**src/rtl/sprite_rom_arbiter_if.sv**
```systemverilog
// Requester/ROM bundle for the sprite ROM arbiter.
// slave modport faces the arbiter and master modport faces the requesters/ROM.
// req/addr are held by a requester until grant; rvalid/rdata return the palette index.
interface sprite_rom_arbiter_if #(
  parameter int N  = 2,
  parameter int AW = 19,
  parameter int DW = 8
);
  logic [N-1:0]    req;
  logic [N*AW-1:0] addr;
  logic [N-1:0]    grant;
  logic            flush;
  logic            rom_en;
  logic [AW-1:0]   rom_addr;
  logic [DW-1:0]   rom_data;
  logic [N-1:0]    rvalid;
  logic [DW-1:0]   rdata;
  logic            busy;

  modport slave (
    input  req, addr, flush, rom_data,
    output grant, rom_en, rom_addr, rvalid, rdata, busy
  );

  modport master (
    output req, addr, flush, rom_data,
    input  grant, rom_en, rom_addr, rvalid, rdata, busy
  );
endinterface

```
**src/rtl/sprite_rom_arbiter.sv**
```systemverilog
// Round-robin share of one sprite ROM read port between N pixel requesters.
// Latency: accept edge to rvalid is 1+ROM_LATENCY cycles; one accept per cycle.
// Backpressure: requesters hold req/addr until grant; flush blocks grants and drops in-flight reads.
// Ports: Clk, Reset_n (async active-low); bus.slave carries req/addr/grant/flush,
//        the ROM side rom_en/rom_addr/rom_data, and the return rvalid/rdata/busy.
module sprite_rom_arbiter #(
  parameter int N           = 2,
  parameter int AW          = 19,
  parameter int DW          = 8,
  parameter int ROM_LATENCY = 1
) (
  input  logic                 Clk,
  input  logic                 Reset_n,
  sprite_rom_arbiter_if.slave  bus
);
  localparam int PW = (N > 1) ? $clog2(N) : 1;
  localparam int L  = ROM_LATENCY;

  logic [PW-1:0]        ptr;
  logic [N-1:0]         grant_c;
  logic [PW-1:0]        gnt_id;
  logic                 accept;
  logic [PW:0]          cand;

  // Stage 0 is aligned with rom_en; stages 1..L follow the ROM's internal
  // latency so that stage L is valid in the cycle rom_data is valid.
  logic [L:0]           tag_vld;
  logic [L:0][PW-1:0]   tag_id;

  logic                 rom_en_q;
  logic [AW-1:0]        rom_addr_q;
  logic [N-1:0]         rvalid_q;
  logic [DW-1:0]        rdata_q;
  logic                 busy_q;
  logic [N-1:0]         ret_onehot;

  // Scan ptr+1, ptr+2, ... with an explicit wrap so non-power-of-2 N works.
  always_comb begin
    grant_c = '0;
    gnt_id  = '0;
    accept  = 1'b0;
    cand    = '0;
    if (!bus.flush) begin
      for (int k = 1; k <= N; k++) begin
        cand = {1'b0, ptr} + (PW+1)'(k);
        if (cand >= (PW+1)'(N)) cand = cand - (PW+1)'(N);
        if (!accept && bus.req[cand[PW-1:0]]) begin
          accept = 1'b1;
          gnt_id = cand[PW-1:0];
        end
      end
    end
    if (accept) grant_c = {{(N-1){1'b0}}, 1'b1} << gnt_id;
  end

  assign ret_onehot = {{(N-1){1'b0}}, 1'b1} << tag_id[L];

  always_ff @(posedge Clk or negedge Reset_n) begin
    if (!Reset_n) begin
      ptr        <= PW'(N-1);
      rom_en_q   <= 1'b0;
      rom_addr_q <= '0;
      tag_vld    <= '0;
      tag_id     <= '0;
      rvalid_q   <= '0;
      rdata_q    <= '0;
      busy_q     <= 1'b0;
    end else begin
      // accept is already forced low by flush, so stage 0 and rom_en clear too.
      rom_en_q   <= accept;
      tag_vld[0] <= accept;
      tag_id[0]  <= gnt_id;
      if (accept) begin
        rom_addr_q <= bus.addr[gnt_id*AW +: AW];
        ptr        <= gnt_id;
      end
      for (int k = 1; k <= L; k++) begin
        tag_vld[k] <= tag_vld[k-1] & ~bus.flush;
        tag_id[k]  <= tag_id[k-1];
      end
      if (tag_vld[L] && !bus.flush) begin
        rvalid_q <= ret_onehot;
        rdata_q  <= bus.rom_data;
      end else begin
        rvalid_q <= '0;
      end
      // Post-edge view: rom_en and the tag stages as they will be after this edge.
      busy_q <= accept | ((|tag_vld[L-1:0]) & ~bus.flush);
    end
  end

  assign bus.grant    = grant_c;
  assign bus.rom_en   = rom_en_q;
  assign bus.rom_addr = rom_addr_q;
  assign bus.rvalid   = rvalid_q;
  assign bus.rdata    = rdata_q;
  assign bus.busy     = busy_q;
endmodule
```
**src/flat_wrapper.sv**
```systemverilog
// flat-port wrapper written by rule: the top's interface ports become plain ports
module sprite_rom_arbiter_flat 
#(
  parameter int N           = 2,
  parameter int AW          = 19,
  parameter int DW          = 8,
  parameter int ROM_LATENCY = 1
)
  (Clk, Reset_n, bus_req, bus_addr, bus_flush, bus_rom_data, bus_grant, bus_rom_en, bus_rom_addr, bus_rvalid, bus_rdata, bus_busy);
  sprite_rom_arbiter_if #(.N(N), .AW(AW), .DW(DW)) bus_i ();
  input  logic Clk;
  input  logic Reset_n;
  input wire logic [$bits(bus_i.req)-1:0] bus_req;
  input wire logic [$bits(bus_i.addr)-1:0] bus_addr;
  input wire logic [$bits(bus_i.flush)-1:0] bus_flush;
  input wire logic [$bits(bus_i.rom_data)-1:0] bus_rom_data;
  output wire logic [$bits(bus_i.grant)-1:0] bus_grant;
  output wire logic [$bits(bus_i.rom_en)-1:0] bus_rom_en;
  output wire logic [$bits(bus_i.rom_addr)-1:0] bus_rom_addr;
  output wire logic [$bits(bus_i.rvalid)-1:0] bus_rvalid;
  output wire logic [$bits(bus_i.rdata)-1:0] bus_rdata;
  output wire logic [$bits(bus_i.busy)-1:0] bus_busy;
  assign bus_i.req = bus_req;
  assign bus_i.addr = bus_addr;
  assign bus_i.flush = bus_flush;
  assign bus_i.rom_data = bus_rom_data;
  assign bus_grant = bus_i.grant;
  assign bus_rom_en = bus_i.rom_en;
  assign bus_rom_addr = bus_i.rom_addr;
  assign bus_rvalid = bus_i.rvalid;
  assign bus_rdata = bus_i.rdata;
  assign bus_busy = bus_i.busy;
  sprite_rom_arbiter #(.N(N), .AW(AW), .DW(DW), .ROM_LATENCY(ROM_LATENCY)) u_core (.Clk(Clk), .Reset_n(Reset_n), .bus(bus_i));
endmodule
```
**config.mk**
```make
export PLATFORM = sky130hd
export DESIGN_NAME = sprite_rom_arbiter_flat
export DESIGN_NICKNAME = d
export VERILOG_FILES = /design/src/rtl/sprite_rom_arbiter_if.sv /design/src/rtl/sprite_rom_arbiter.sv /design/src/flat_wrapper.sv
export SDC_FILE = /design/constraint.sdc
export NUM_CORES = 1
export LEC_CHECK = 0
export BUFFER_PORTS_ARGS = -buffer_cell sky130_fd_sc_hd__buf_2
export CORE_AREA = 2 2 73 75
export CTS_BUF_LIST = sky130_fd_sc_hd__clkbuf_16
export DETAILED_ROUTE_END_ITERATION = 6
export DIE_AREA = 0 0 75 77
export HOLD_SLACK_MARGIN = 0.02
export SLEW_MARGIN = 20
export SYNTH_ARGS = -nofsm -noshare
export SYNTH_HDL_FRONTEND = slang
export SYNTH_SLANG_ARGS = --single-unit
```
**constraint.sdc**
```tcl
create_clock -name Clk -period 1.5 [get_ports Clk]
set_input_delay 0.3 -clock Clk [delete_from_list [all_inputs] [get_ports Clk]]
set_output_delay 0.3 -clock Clk [all_outputs]
set_load 0.01 [all_outputs]
```
Yosys cells after proc, flatten, opt, wreduce, memory -nomap -nowiden
Cells that the tools add are included.
{"block": "op_classes", "addsub": 4, "mul": 1, "order_cmp": 4, "shifts": 3, "muxes": 17, "n_bitwise": 3, "n_reduce_logical": 4}
{"operator": "$shiftx A38 B7 Y19", "count": 1}
{"operator": "$mux W1", "count": 15}
{"operator": "$mul A1 B5 Y6 const B", "count": 1}
{"operator": "$ge A2 B2 Y1 const B", "count": 2}
{"operator": "$lt A1 B2 Y1 const B", "count": 2}
{"operator": "$mux W2", "count": 2}
{"operator": "$shl A1 B1 Y2 const A", "count": 2}
{"operator": "$add A1 B1 Y2 const B", "count": 1}
{"operator": "$add A1 B2 Y2 const B", "count": 1}
{"operator": "$logic_and A1 B1 Y1", "count": 2}
{"operator": "$logic_not A1 Y1", "count": 2}
{"operator": "$sub A1 B1 Y1 const B", "count": 2}
{"operator": "$and A1 B1 Y1", "count": 1}
{"operator": "$not A1 Y1", "count": 1}
{"operator": "$or A1 B1 Y1", "count": 1}
{"block": "totals", "register_bits": 36, "word_cells": 45}

Depth between registers and ports, before layout
{"block": "depth", "word_depth": 14, "ltp_mapped": 5, "mapped_depth_nobuf": 3}

Least setup slack after synthesis
OpenSTA, ideal clock, no wires.
{"block": "synth_path", "path_kind": "in2out", "from": "in bus_flush", "to": "out bus_grant[0]", "arrival_time_ns": 0.962, "setup_slack_ns": 0.238, "stages": 4, "path_buffers": 2, "path_cell_list": "o21ba_1 -> buf_2 -> buf_6 -> nor2b_1"}
{"block": "synth_between", "elab_chain_len": 3, "elab_cells_between_ends": 4, "classes_between": "1 x shift; 3 x mux"}
{"element": "start, declared", "line_no": "flat_wrapper.sv:15", "source": "input wire logic [$bits(bus_i.flush)-1:0] bus_flush;"}
{"element": "$mux W1", "line_no": "sprite_rom_arbiter.sv:43", "source": "if (!bus.flush) begin"}
{"element": "$shl A1 B1 Y2", "line_no": "sprite_rom_arbiter.sv:53", "source": "if (accept) grant_c = {{(N-1){1'b0}}, 1'b1} << gnt_id;"}
{"element": "$mux W2 *", "line_no": "sprite_rom_arbiter.sv:53"}
{"element": "end, declared", "line_no": "flat_wrapper.sv:17", "source": "output wire logic [$bits(bus_i.grant)-1:0] bus_grant;"}
Mark *: on every way between the ends. The rest lies on a longest branch, timed or not.

Worst setup path after layout
{"block": "layout_path", "from": "reg u_core.ptr", "to": "out bus_grant[0]"}
{"block": "layout_between", "elab_chain_len": 14, "elab_cells_between_ends": 25, "classes_between": "4 x add/sub; 2 x order compare; 1 x shift; 16 x mux; 2 x reduce/logical"}
{"element": "start, declared", "line_no": "sprite_rom_arbiter.sv:19", "source": "logic [PW-1:0] ptr;"}
{"element": "start signal, assigned", "line_no": "sprite_rom_arbiter.sv:60", "source": "ptr <= PW'(N-1);"}
{"element": "start signal, assigned", "line_no": "sprite_rom_arbiter.sv:75", "source": "ptr <= gnt_id;"}
{"element": "$add A1 B1 Y2", "line_no": "sprite_rom_arbiter.sv:45", "source": "cand = {1'b0, ptr} + (PW+1)'(k);"}
{"element": "$ge A2 B2 Y1 / $sub A1 B1 Y1 (equally long branches)", "line_no": "sprite_rom_arbiter.sv:46", "source": "if (cand >= (PW+1)'(N)) cand = cand - (PW+1)'(N);"}
{"element": "$mux W1", "line_no": "sprite_rom_arbiter.sv:46"}
{"element": "$mux W1", "line_no": "sprite_rom_arbiter.sv:43"}
{"element": "$mux W1 (not written as such) (2 in series)", "line_no": "sprite_rom_arbiter.sv:47", "source": "if (!accept && bus.req[cand[PW-1:0]]) begin"}
{"element": "$mux W1", "line_no": "sprite_rom_arbiter.sv:47"}
{"element": "$mux W1", "line_no": "sprite_rom_arbiter.sv:43"}
{"element": "$logic_not A1 Y1", "line_no": "sprite_rom_arbiter.sv:47"}
{"element": "$logic_and A1 B1 Y1", "line_no": "sprite_rom_arbiter.sv:47"}
{"element": "$mux W1 *", "line_no": "sprite_rom_arbiter.sv:47"}
{"element": "$mux W1 *", "line_no": "sprite_rom_arbiter.sv:43"}
{"element": "via u_core.gnt_id", "line_no": "sprite_rom_arbiter.sv:21", "source": "logic [PW-1:0] gnt_id;"}
{"element": "$shl A1 B1 Y2 *", "line_no": "sprite_rom_arbiter.sv:53"}
{"element": "$mux W2 *", "line_no": "sprite_rom_arbiter.sv:53"}
The timed path passes the listed nets; every way through them passes the cells marked *. The select of a mux whose other input is x is not followed.

==> key figures <==
Run status
  – Result of the run: finished, violations left
  – Violations in the final reports: setup timing

Worst setup path
  – Setup crit start kind: register
  – Slowest cell on crit path: dfstp_2
  – Cell count of the worst reg-to-reg path: 3
  – Max FO, Critical Path: 3
  – Critical Path End Type: primary output
  – Data required time of the critical path: 1.20 ns
  – Endpoint arrival time on the critical path: 1.25 ns
  – Worst setup path class: reg2out
  – Destination of the worst register-to-register timing path: u_core.bus.rom_addr[8]
  – Origin of the critical flop-to-flop path: u_core.ptr
  – Cell-by-cell trace of the critical path: and2_4 -> nor2_2 -> nor2b_1 -> buf_2
  – Register-to-Register Setup Slack: 0.15 ns
  – Max incr delay on CP: 0.52 ns

Yosys
  – Synth Area in Compound Gates: 24.8%
  – Share of synthesized area occupied by flip-flops and latches: 54.9%
  – Top cell type by total area after synthesis: dfrtp_1
  – Synth warnings: 0
  – Syn Std Cell Area: 1600 sq um
  – Post-synth EDFFs: 0
  – Avg Cell Area, Syn: 10.6 sq um
  – Leading cell type by number of instances after synthesis: dfrtp_1
  – Post-synthesis simple-gate area fraction: 8.07%
  – Cells taking the most area after synthesis: dfrtp_1 53%, o2111ai_1 10%, a31oi_1 7.4%
  – Post-synthesis share of cell area spent on full adders, half adders and majority gates: 0%
  – Number of instances in the synthesized netlist: 150
  – Share of flip-flops with an asynchronous set or reset after synthesis: 100%
  – Mapped Nets: 201
  – Synth top cells by count: 34 x dfrtp_1, 21 x nor2_1, 19 x a31oi_1, 19 x o2111ai_1, 19 x o21ai_0
  – Share of the synthesized netlist area taken by xor and xnor gates: 0%
  – Combinational family with the most area after synthesis: compound AO/OA/AOI/OAI gates
  – Portion of synthesized cell area occupied by the leading cell type: 53.3%
  – Number of distinct standard cells referenced by the synthesized netlist: 19
  – Top_reg_cell synth: dfrtp_1
  – Flip-flop and latch count after synthesis: 35
  – Multiplexer share of the synthesized area: 5.64%

Routing
  – DRC violations left: 0
  – Total iterations of the first detailed-routing run: 4
  – Total length of routed wires: 4490 um
  – Detail-routed net length per standard cell: 14.5 um
  – Remaining number of nets flagged by the antenna check after routing: 0
  – Post-DR vias/cell: 4.94
  – Starting DRC count in detailed routing: 81
  – Routed via count: 1526

Timing
  – Final Setup Violations: 2
  – Post-route worst setup slack: -0.0465 ns
  – Transition time at the pin with the least slew margin: 0.648 ns
  – Hold Worst Slack: 0.237 ns
  – Final worst path period need: 1.55 ns
  – Count of pins over their slew limit: 0
  – Final hold vios: 0
  – Final worst-path cycle share: 103%
  – Worst setup skew after layout: 0.00176 ns
  – Maximum clock rate: 647 MHz
  – Slew headroom: 56.7%
  – Unrepaired setup endpoints after global routing: true

Clock network
  – Sinks on Clock Net: 35
  – Longest Clk Path Bufs: 2
  – Clock latency on the worst-skew pair: 0.28 ns
  – Register clock-pin slew on the reported worst setup and hold paths: 0.06 ns
  – Clock root buffer: clkbuf_16
  – CTS tree: built
  – Clock buffer count from CTS: 5
  – H-tree Lvls: 2

Flow run
  – Number of maximum-capacitance violations: 0

Pwr
  – Sequential share of power: 37.3%
  – Switching power summed over all nets: 766 uW
  – Combinational share of power: 18.5%
  – Portion of total power attributed to the clock network: 44.2%
  – Leakage power figure: 0.00108 uW
  – Worst-case vdd ir drop: 471 uV
  – Switching share of power: 25.1%
  – Internal power: 2290 uW
  – Power Density: 1310 nW/um^2

Floorplan
  – Area enclosed by the die boundary: 5780 sq um
  – Num rows: 26
  – Placeable Area: 4980 sq um
  – Horizontal extent of the die: 75 um
  – Height of the die: 77 um
  – Number of top-level pins: 84
  – Initial standard-cell utilization of the core: 32.1%

Global route
  – Initial antenna violation count: 0
  – Grt met3 use: 4.73%
  – Global-route layer with the greatest usage: met2
  – GRT Util Overall: 16.0%
  – GR met1 Demand/Resource: 20.8%
  – Global-route wire length before repair: 7030 um
  – Vias in the first global route: 1437
  – Gr ovfl total: 0
  – Met2 Use GR: 25.4%
  – Pin count of the biggest net entering global routing: 23

Cells and area
  – Synth-to-Final Area Change: 45.8%
  – Final #Nets: 289
  – Register area: 877 sq um
  – Fraction of final layout cells with drive strength greater than 1: 45.6%
  – Fill count: 502
  – Area of the multi-input gates: 621 sq um
  – Diode count: 0
  – Filler-free cell count of the finished design: 309

Min path
  – Cell depth of the worst hold path: 2
  – Worst hold path class: in2reg
  – Hold Crit Start: bus_rom_data[2]
  – Hold worst-path end: u_core.bus.rdata[2]

Placed design
  – Number of cells in the design after placement: 299
  – Number of port buffers: 83
  – Hpwl dp: 3210 um
  – Placer Congestion: 0.779
[cell usage in the layout, fill, tap and decap left out]
cell type and instances:
clkinvlp_4 1, o22ai_1 1, nor2b_1 4, o21ba_1 1, inv_1 1, buf_12 1, o21ai_0 19, dfstp_2 1
buf_2 83, bufinv_16 2, inv_2 2, clkbuf_16 5, nand2b_1 1, a31oi_1 19, mux2_1 8, or2_1 1
dlygate4sd3_1 1, dfrtp_1 34, o2111ai_1 19, nor2_2 1, buf_4 11, buf_6 1, nor2_1 20, and2_4 1
and2_1 1
[power groups by stage]
stage,Combinational [uW],Sequential [uW],Clock (uW)
finish,564,1140,1350
global route,627,1160,1410
CTS,572,1140,1360
detailed placement,562,1160,0
global placement,555,1150,0
floorplan,223,1220,0
[sequential cells by signal (all words and copies together) (netlist names)]
name,flops
u_core.bus.busy,1
u_core.bus.rdata,8
u_core.bus.rom_addr,19
u_core.bus.rvalid,2
u_core.ptr,1
u_core.tag_id,2
u_core.tag_vld,2
[per-layer routing]
layer / vias up / share of wire (%)
li1: 733 / -
met1: 736 / 42
met4: 0 / 1.4
met3: 5 / 7.0
met2: 52 / 49
met5: - / 0
[layout make-up]
| class | count | area share (%) |
|---|---|---|
| clock buffers | 5 | 5.37 |
| clock inverters | 3 | 2.90 |
| inverters | 3 | 0.484 |
| multi-input cells | 96 | 26.7 |
| flip-flops and latches | 35 | 37.7 |
| well taps | 70 | 3.76 |
| repair buffers | 97 | 23.2 |
[repair_timing]
item                                   4_1_cts  5_1_grt
gates cloned                                 0        0
hold buffers                                 1        0
pin swaps                                    1        0
gates resized for setup                      2        1
setup buffers                                1        0
endpoints found under the hold margin       12        0
setup endpoints to repair                    2        2
[metrics by stage]
stage	setup TNS (ns)	power [uW]	setup slack (ns)	instance area, sq um	util (%)
finish	-0.0925	3050	-0.0465	2330	46.8
global route	-0.192	3190	-0.113	2330	46.8
global placement	0	1710	0.0762	2110	42.4
CTS	-0.0975	3080	-0.0525	2330	46.7
detailed placement	0	1720	0.0587	2110	42.4
floorplan	0	1440	0.238	1600	-
[worst max path at each step]
stage	endpoint	start	slack, ns	depth (start not counted)
detailed placement	bus_grant[0]	bus_flush	0.06	5
finish	bus_grant[0]	u_core.ptr	-0.05	4
global placement	bus_grant[0]	bus_flush	0.08	5
CTS	bus_grant[0]	u_core.ptr	-0.05	4
floorplan	bus_grant[0]	bus_flush	0.24	4
global route	bus_grant[0]	u_core.ptr	-0.11	4
[critical path: cells and delay by family, from the launching register on]
| kind | cells | cell delay (ns) |
|---|---|---|
| buf+inv | 1 | 0.14 |
| simple gates | 3 | 0.32 |
| flops | 1 | 0.52 |
[cell families (layout without fill, tap and decap cells)]
family,Yosys count,in the layout
buf+inv,19,108
flops,35,35
simple gates,29,29
compound gates,59,59
mux,8,8
Power figures use the tool's default switching activity.
